### config.mk
export PLATFORM = sky130hd
export DESIGN_NAME = cpu_sequencer
export DESIGN_NICKNAME = d
export VERILOG_FILES = /design/src/rtl/cpu_sequencer.sv
export SDC_FILE = /design/constraint.sdc
export NUM_CORES = 1
export LEC_CHECK = 0
export ABC_AREA = 1
export ABC_CLOCK_PERIOD_IN_PS = 1530
export CAP_MARGIN = 5
export CORE_MARGIN = 5
export CORE_UTILIZATION = 40
export CTS_CLUSTER_DIAMETER = 150
export DETAILED_ROUTE_END_ITERATION = 7
export PLACE_DENSITY = 0.65
export SYNTH_ARGS = -nofsm -noshare
export SYNTH_HDL_FRONTEND = slang
export SYNTH_SLANG_ARGS = --single-unit
### constraint.sdc
create_clock -name CLK -period 1.53 [get_ports CLK]
set_input_delay 0.306 -clock CLK [delete_from_list [all_inputs] [get_ports CLK]]
set_output_delay 0.306 -clock CLK [all_outputs]
set_load 0.02 [all_outputs]
### src/rtl/cpu_sequencer.sv
// -----------------------------------------------------------------------------
// cpu_sequencer
//
// Control-phase sequencer for the MU0 CPU. It produces one-hot FETCH / EXEC1 /
// EXEC2 phase strobes for cpu_decoder and sizes each instruction from its
// opcode: LDA/ADD/SUB (0x0, 0x2, 0x3) take three cycles and every other legal
// opcode takes two. The block also handles run/halt control, STP (0x7) and
// illegal-opcode (0xB-0xF) trapping, and keeps a retired-instruction counter
// for debug.
//
// Optional feature (off by default):
//   CPU_SEQUENCER_SINGLE_STEP_EN - adds STEP_MODE and STEP inputs. With
//   STEP_MODE=1 the core returns to IDLE after every instruction, and a STEP
//   pulse in IDLE starts the next one, exactly as RUN does.
//
// Parameters:
//   CNT_W      width of the retired-instruction counter INSTR_CNT
//
// Ports:
//   CLK        system clock, rising edge
//   RESET_N    asynchronous active-low reset
//   OP         IR[15:12]; valid from the first EXEC1 cycle, stable through EXEC2
//   RUN        start/resume request, level-sampled in IDLE
//   HALT_REQ   stop request, honoured at instruction boundaries and in IDLE
//   STEP_MODE  (optional) return to IDLE after each instruction
//   STEP       (optional) start one instruction from IDLE
//   FETCH      fetch phase strobe
//   EXEC1      execute phase 1 strobe
//   EXEC2      execute phase 2 strobe
//   IR_LOAD    load IR at the end of this cycle (same as FETCH)
//   HALTED     core stopped by STP or an illegal opcode
//   ILLEGAL    sticky flag: the stop was caused by an illegal opcode
//   INSTR_CNT  retired-instruction count, wraps modulo 2^CNT_W
// -----------------------------------------------------------------------------
module cpu_sequencer #(
  parameter int CNT_W = 16
) (
  input  logic             CLK,
  input  logic             RESET_N,
  input  logic [3:0]       OP,
  input  logic             RUN,
  input  logic             HALT_REQ,
`ifdef CPU_SEQUENCER_SINGLE_STEP_EN
  input  logic             STEP_MODE,
  input  logic             STEP,
`endif
  output logic             FETCH,
  output logic             EXEC1,
  output logic             EXEC2,
  output logic             IR_LOAD,
  output logic             HALTED,
  output logic             ILLEGAL,
  output logic [CNT_W-1:0] INSTR_CNT
);

  typedef enum logic [2:0] {
    S_IDLE  = 3'd0,
    S_FETCH = 3'd1,
    S_EXEC1 = 3'd2,
    S_EXEC2 = 3'd3,
    S_HALT  = 3'd4
  } state_e;

  state_e           state_q, state_d;
  logic             illegal_q, illegal_d;
  logic [CNT_W-1:0] cnt_q, cnt_d;

  // Start and single-step qualifiers. Without the step feature the core
  // behaves as if STEP_MODE were tied low.
  logic start_req;
  logic step_mode;
`ifdef CPU_SEQUENCER_SINGLE_STEP_EN
  assign start_req = RUN | STEP;
  assign step_mode = STEP_MODE;
`else
  assign start_req = RUN;
  assign step_mode = 1'b0;
`endif

  // Where to go after the final phase of a legal instruction.
  state_e boundary_next;
  assign boundary_next = (HALT_REQ || step_mode) ? S_IDLE : S_FETCH;

  // ---------------------------------------------------------------------------
  // Next-state and register-update logic
  // ---------------------------------------------------------------------------
  always_comb begin
    // NOTE: every signal written here gets a default first, so no path through
    // the case statement can leave one unassigned and infer a latch.
    state_d   = state_q;
    illegal_d = illegal_q;
    cnt_d     = cnt_q;

    case (state_q)
      S_IDLE: begin
        if (start_req && !HALT_REQ) state_d = S_FETCH;
      end

      S_FETCH: begin
        state_d = S_EXEC1;
      end

      S_EXEC1: begin
        case (OP)
          4'h0, 4'h2, 4'h3: begin
            state_d = S_EXEC2;
          end
          4'h7: begin
            // STP retires, then stops the core.
            state_d = S_HALT;
            cnt_d   = cnt_q + CNT_W'(1);
          end
          4'hB, 4'hC, 4'hD, 4'hE, 4'hF: begin
            // Illegal opcodes trap without retiring.
            state_d   = S_HALT;
            illegal_d = 1'b1;
          end
          default: begin
            state_d = boundary_next;
            cnt_d   = cnt_q + CNT_W'(1);
          end
        endcase
      end

      S_EXEC2: begin
        state_d = boundary_next;
        cnt_d   = cnt_q + CNT_W'(1);
      end

      S_HALT: begin
        state_d = S_HALT;
      end

      default: begin
        state_d = S_IDLE;
      end
    endcase
  end

  // ---------------------------------------------------------------------------
  // State registers
  // ---------------------------------------------------------------------------
  // NOTE: sequential state uses non-blocking assignments so every flop samples
  // the values from before the edge, independent of statement order.
  always_ff @(posedge CLK or negedge RESET_N) begin
    if (!RESET_N) begin
      state_q   <= S_IDLE;
      illegal_q <= 1'b0;
      cnt_q     <= '0;
    end else begin
      state_q   <= state_d;
      illegal_q <= illegal_d;
      cnt_q     <= cnt_d;
    end
  end

  // ---------------------------------------------------------------------------
  // Outputs: decoded from registered state only
  // ---------------------------------------------------------------------------
  assign FETCH     = (state_q == S_FETCH);
  assign EXEC1     = (state_q == S_EXEC1);
  assign EXEC2     = (state_q == S_EXEC2);
  assign IR_LOAD   = FETCH;
  assign HALTED    = (state_q == S_HALT);
  assign ILLEGAL   = illegal_q;
  assign INSTR_CNT = cnt_q;

endmodule
==> qor.csv, run 1 <==
stage,metric,value,unit
status,status,finished clean,
power_and_ir_drop,leakage,0.000885,uW
sta,tightest_slew,0.267,ns
sta,fin_hold_ws,0.341,ns
setup_path,crit_arrival,1.17,ns
sta,fin_crit,1.47,ns
power_and_ir_drop,p_per_area,1170,nW/um^2
cts,clk_pin_slew,0.12,ns
global_routing,grt_max_degree,21,
floorplan,die_x,66.8,microns
yosys,yosysWarnings,0,
yosys,yosysTopAreaCellShare,38.8,%
finish,syn_to_final_growth,32.9,%
finish,finalNetCount,236,
sta,fmax,0.678,GHz
setup_path,cp-start-kind,flip-flop,
floorplan,initial_core_util,41.9,%
cts,cts_buffers,3,
finish,final_layout_size_suffix_gt1_share,18.2,%
yosys,syn-num-nets,190,
routing,wirelength,3200,microns
cts,cts.sinks,20,
yosys,synth_seq_cells,20,
setup_path,path_cells,"inv_2, nand2_2, nor2_2, buf_6",
global_routing,grt_pass1_vias,1274,
sta,rsz0062_at_grt,true,
routing,drt-wirelength-per-cell,11.9,microns
routing,drc,0,
cts,clk_latency,0.29,ns
floorplan,die_area,4460,sq um
routing,viasPerCell,4.81,
sta,slew_headroom,82.1,%
global_routing,grt_pass1_wl,5380,microns
routing,dr.pass1.iters,6,
cts,cts-hold-fix-buffers,0,
floorplan,fp.coreArea,3080,sq um
routing,postRouteAntennaNets,0,
finish,n_antenna_cell,0,
finish,final_core_util,55.7,%
setup_path,cp_slowest_cell,dfrtp_1,
cts,tritoncts,yes,
floorplan,ios,30,
setup_path,cp-end-kind,primary output,
setup_path,critical_path_required,1.22,ns
sta,final_hold_viol_count,0,
floorplan,rows,20,
cts,htreeDepth,1,
place,io_buffers,29,
cts,cts_max_path_buffers,2,
sta,timing.final.crit_share,96.4,%
setup_path,crit_path_max_fanout,4,
setup_path,crit_type,reg2out,
yosys,netlist_instances,181,
hold_path,hold_path.class,in2async,
global_routing,grt_overflow,0,
yosys,netlist_area,1290,sq um
yosys,synth.area.top_cells,"dfrtp_1, nand2_1, nand3_1",
global_routing,use_met2,26.6,%
sta,setup_viol,0,
global_routing,grt_usage,15.3,%
yosys,seq_area_frac_synth,38.8,%
global_routing,use_met1,19.9,%
yosys,ys_types,25,
job,cap_violations,0,
yosys,synth_largest_area_cell,dfrtp_1,
sta,slew_viol_final,0,
global_routing,grt_busiest_layer,met2,
place,gp_congestion,0.861,
power_and_ir_drop,ir_worst_vdd,919,uV
sta,fin_worst_skew,0.00980,ns
global_routing,met3_usage,3.04,%
place,place.detailed.hpwl,2470,microns
yosys,syn_avg_cell_area,7.12,sq um
routing,first_iter_violations,36,
setup_path,cp_slowest_stage_delay,0.43,ns
global_routing,antenna_found_initial,0,
floorplan,die_h,66.8,microns
cts,root_buffer,clkbuf_4,
routing,num_vias,1295,
[synthesized netlist by cell type]
cell type	count
a21oi_1	3
buf_4	3
buf_6	1
dfrtp_1	20
ha_1	1
inv_1	15
inv_2	2
nand2_1	68
nand2_2	2
nand2_4	1
nand3_1	22
nand3_4	1
nand4_1	4
nor2_1	15
nor2_2	5
nor2_4	1
o21a_1	1
o21ai_0	3
o21ai_1	2
o21ai_2	1
o21ai_4	1
o21bai_1	1
o22ai_1	1
xnor2_1	4
xor2_1	3
[worst max-delay path, delay by kind of cell, from the launching register on]
family                 cells  cell delay (ns)
flip-flops                 1             0.43
buffers and inverters      2             0.24
AND/OR/NAND/NOR            2             0.21
[through the flow]
step	setup WS [ns]	setup TNS, ns	cells	total power [uW]	cell area [sq um]
2_1_floorplan	0.0798	0	181	1360	1290
3_3_place_gp	-0.0713	-0.940	265	1780	1710
3_5_place_dp	-0.102	-1.57	265	1810	1710
4_1_cts	0.0351	0	268	1970	1690
5_1_grt	-0.0289	-0.0772	269	2170	1710
6_report	0.0554	0	269	2010	1710
[flip-flops by register name, summed over array words and instances (netlist names)]
name / flops
ILLEGAL: 1
state_q: 3
INSTR_CNT: 16
[final cells by class]
| type | instances | area [sq um] |
|---|---|---|
| clock buffer | 3 | 22.5 |
| fill | 307 | 1370 |
| inverter | 17 | 63.8 |
| multi-input combinational | 140 | 693 |
| sequential | 20 | 500 |
| tap | 44 | 55.1 |
| timing repair buffer | 45 | 378 |
[what timing repair did]
item / in CTS / in global routing
cloned: 0 / 0
endpoints found under the setup margin: 22 / 4
setup buffers: 0 / 1
resized for setup: 38 / 7
[cells in the final DEF, fill, tap and decap left out, types with 2 or more instances in the layout]
master	instances
a21oi_1	3
buf_4	19
clkbuf_4	3
clkdlybuf4s50_1	7
dfrtp_1	20
dlygate4sd2_1	17
inv_1	13
inv_2	4
nand2_1	68
nand2_2	2
nand3_1	22
nand4_1	4
nor2_1	14
nor2_2	6
o21ai_0	3
o21ai_1	2
xnor2_1	4
xor2_1	3
[layer usage]
layer | vias to the layer above | part of all wire [%]
met5 | - | 0
met4 | 0 | 0.53
met3 | 4 | 4.0
met2 | 36 | 48
met1 | 588 | 47
li1 | 667 | -
[where the power goes]
part           internal [uW]  leakage (uW)  switching, uW
clock network           91.4     0.0000138            159
registers                620      0.000268            105
logic                    422      0.000604            607
total                   1130      0.000885            871
[worst paths after layout]
| kind | from | slack (ns) | depth (start not counted) | endpoint |
|---|---|---|---|---|
| max in group asynchronous | RESET_N | 0.97 | 2 | state_q[0] |
| worst min-delay path | RESET_N | 0.34 | 2 | INSTR_CNT[9] |
| min in group CLK | ILLEGAL | 0.50 | 1 | ILLEGAL |
| worst min register to register | ILLEGAL | 0.50 | 1 | ILLEGAL |
| worst max register to register | INSTR_CNT[0] | 0.13 | 8 | INSTR_CNT[10] |
| worst max-delay path | state_q[2] | 0.06 | 4 | EXEC2 |
[cells by family (layout without fill, tap and decap cells)]
group | count (synthesis) | after routing | synth area share (%)
xor+xnor | 7 | 7 | 4.76
buf+inv | 21 | 65 | 7.57
simple gates | 119 | 119 | 41.2
fa+ha+maj | 1 | 1 | 0.971
flops | 20 | 20 | 38.8
compound gates | 13 | 13 | 6.70
Note: power is estimated with default switching activity, not from simulation.
==> run 2: changes to the inputs <==
CAP_MARGIN = default   (was 5)
PLACE_DENSITY = default   (was 0.65)
PLACE_DENSITY_LB_ADDON = 0.05   (was default)
==> qor.csv, run 2 (synthesis results as in run 1) <==
stage,metric,value,unit
setup_path,r2r-start,INSTR_CNT[1],
power_and_ir_drop,leakage,0.000886,uW
place,place.detailed.hpwl,2430,microns
cts,post-cts-setup-buffer-count,0,
floorplan,die_area,4460,sq um
global_routing,use_met2,25.6,%
cts,post_cts_resized,38,
setup_path,cp-start-kind,flip-flop,
setup_path,crit_type,reg2out,
hold_path,hold_path.class,in2async,
place,dp_slack,-0.103,ns
place,io_buffers,29,
floorplan,die_x,66.8,microns
finish,largest_reg_flops,16,
cts,tritoncts,yes,
cts,clk_latency,0.30,ns
finish,final_common_cell,nand2_1,
sta,fin_crit,1.49,ns
global_routing,grt_overflow,0,
sta,fin_hold_ws,0.338,ns
global_routing,met3_usage,2.70,%
finish,finalNetCount,236,
routing,drc,0,
cts,cts_buffers,3,
cts,root_buffer,clkbuf_4,
setup_path,crit_path_max_fanout,4,
cts,cts.sinks,20,
setup_path,startpoint,state_q[2],
sta,setup_viol,0,
power_and_ir_drop,p_per_area,1180,nW/um^2
setup_path,reg2reg_slack,0.19,ns
setup_path,reg2regPathDepth,8,
routing,postRouteAntennaNets,0,
cts,htreeDepth,1,
setup_path,setup.worst_path.end,EXEC2,
finish,mostFrequentLayoutCells,"nand2_1, nand3_1, dfrtp_1, buf_4, dlygate4sd2_1",
routing,drt-wirelength-per-cell,11.8,microns
floorplan,die_h,66.8,microns
global_routing,grt_pass1_vias,1271,
sta,slew_viol_final,0,
sta,tightest_slew,0.269,ns
floorplan,fp.coreArea,3080,sq um
sta,fin_worst_skew,0.00233,ns
setup_path,crit_arrival,1.19,ns
finish,final_layout_size_suffix_gt1_share,18.2,%
sta,fin_ws,0.0365,ns
cts,cts-hold-fix-buffers,0,
global_routing,grt_busiest_layer,met2,
routing,wirelength,3170,microns
finish,final_area,1720,sq um
global_routing,grt_max_degree,21,
global_routing,use_met1,20.6,%
sta,fmax,0.670,GHz
sta,timing.final.crit_share,97.6,%
routing,viasPerCell,4.75,
floorplan,rows,20,
routing,first_iter_violations,55,
global_routing,grt_pass1_wl,5460,microns
setup_path,cp-end-kind,primary output,
global_routing,grt_usage,15.6,%
place,dpl-instance-area,1720,sq um
sta,slew_headroom,82.0,%
finish,final_core_util,55.9,%
sta,rsz0062_at_grt,true,
status,status,finished clean,
job,cap_violations,0,
setup_path,r2r-end,INSTR_CNT[10],
global_routing,antenna_found_initial,0,
floorplan,initial_core_util,41.9,%
place,gp_congestion,0.885,
routing,dr.pass1.iters,4,
routing,num_vias,1277,
sta,final_hold_viol_count,0,
finish,n_antenna_cell,0,
finish,fillers,328,
cts,cts_max_path_buffers,2,
cts,clk_pin_slew,0.12,ns
finish,syn_to_final_growth,33.5,%
floorplan,ios,30,
power_and_ir_drop,ir_worst_vdd,944,uV
setup_path,critical_path_required,1.22,ns
run 2: cell counts in the layout (fill, tap and decap cells not counted):
No cell type changed its count.
run 2: per-stage QoR:
| step | setup TNS (ns) | std cells | power (uW) |
|---|---|---|---|
| 2_1_floorplan | 0 | 181 | 1360 |
| 3_3_place_gp | -0.724 | 266 | 1800 |
| 3_5_place_dp | -1.46 | 266 | 1820 |
| 4_1_cts | 0 | 269 | 1990 |
| 5_1_grt | -0.0632 | 269 | 2180 |
| 6_report | 0 | 269 | 2030 |
run 2: worst min path at each step:
stage,end
final,INSTR_CNT[14]
after global routing,INSTR_CNT[15]
after CTS,INSTR_CNT[14]
after detailed placement,ILLEGAL
after global placement,ILLEGAL
after floorplan,ILLEGAL
run 2: layer usage:
layer	share of wire, %	wire length [microns]	vias to the layer above
met5	0	0	-
met4	0.60	19	0
met3	3.7	118	2
met2	48	1530	27
met1	47	1500	585
li1	-	-	663
run 2: final cells by class:
| cell class | count | area [sq um] | area share, % |
|---|---|---|---|
| clock buffer | 3 | 22.5 | 1.31 |
| tap | 44 | 55.1 | 3.20 |
| inverter | 17 | 63.8 | 3.71 |
| timing repair buffer | 45 | 380 | 22.1 |
| sequential | 20 | 500 | 29.1 |
| multi-input combinational | 140 | 698 | 40.6 |
run 2: power breakdown:
part	switching [uW]	total, uW	internal (uW)
Sequential	88.5	709	621
Combinational	624	1060	436
Clock	168	260	91.8
run 2: worst max-delay path, stage by stage (launching register included):
cell and delay (ns):
dfrtp_1 0.43, inv_2 0.09, nand2_2 0.08, nor2_2 0.13, buf_4 0.16
==> run 3: changes to the inputs <==
SLEW_MARGIN = 5   (was default)
==> results of run 3 <==
Same layout as run 2: the final DEF is identical, and so are final timing and power.
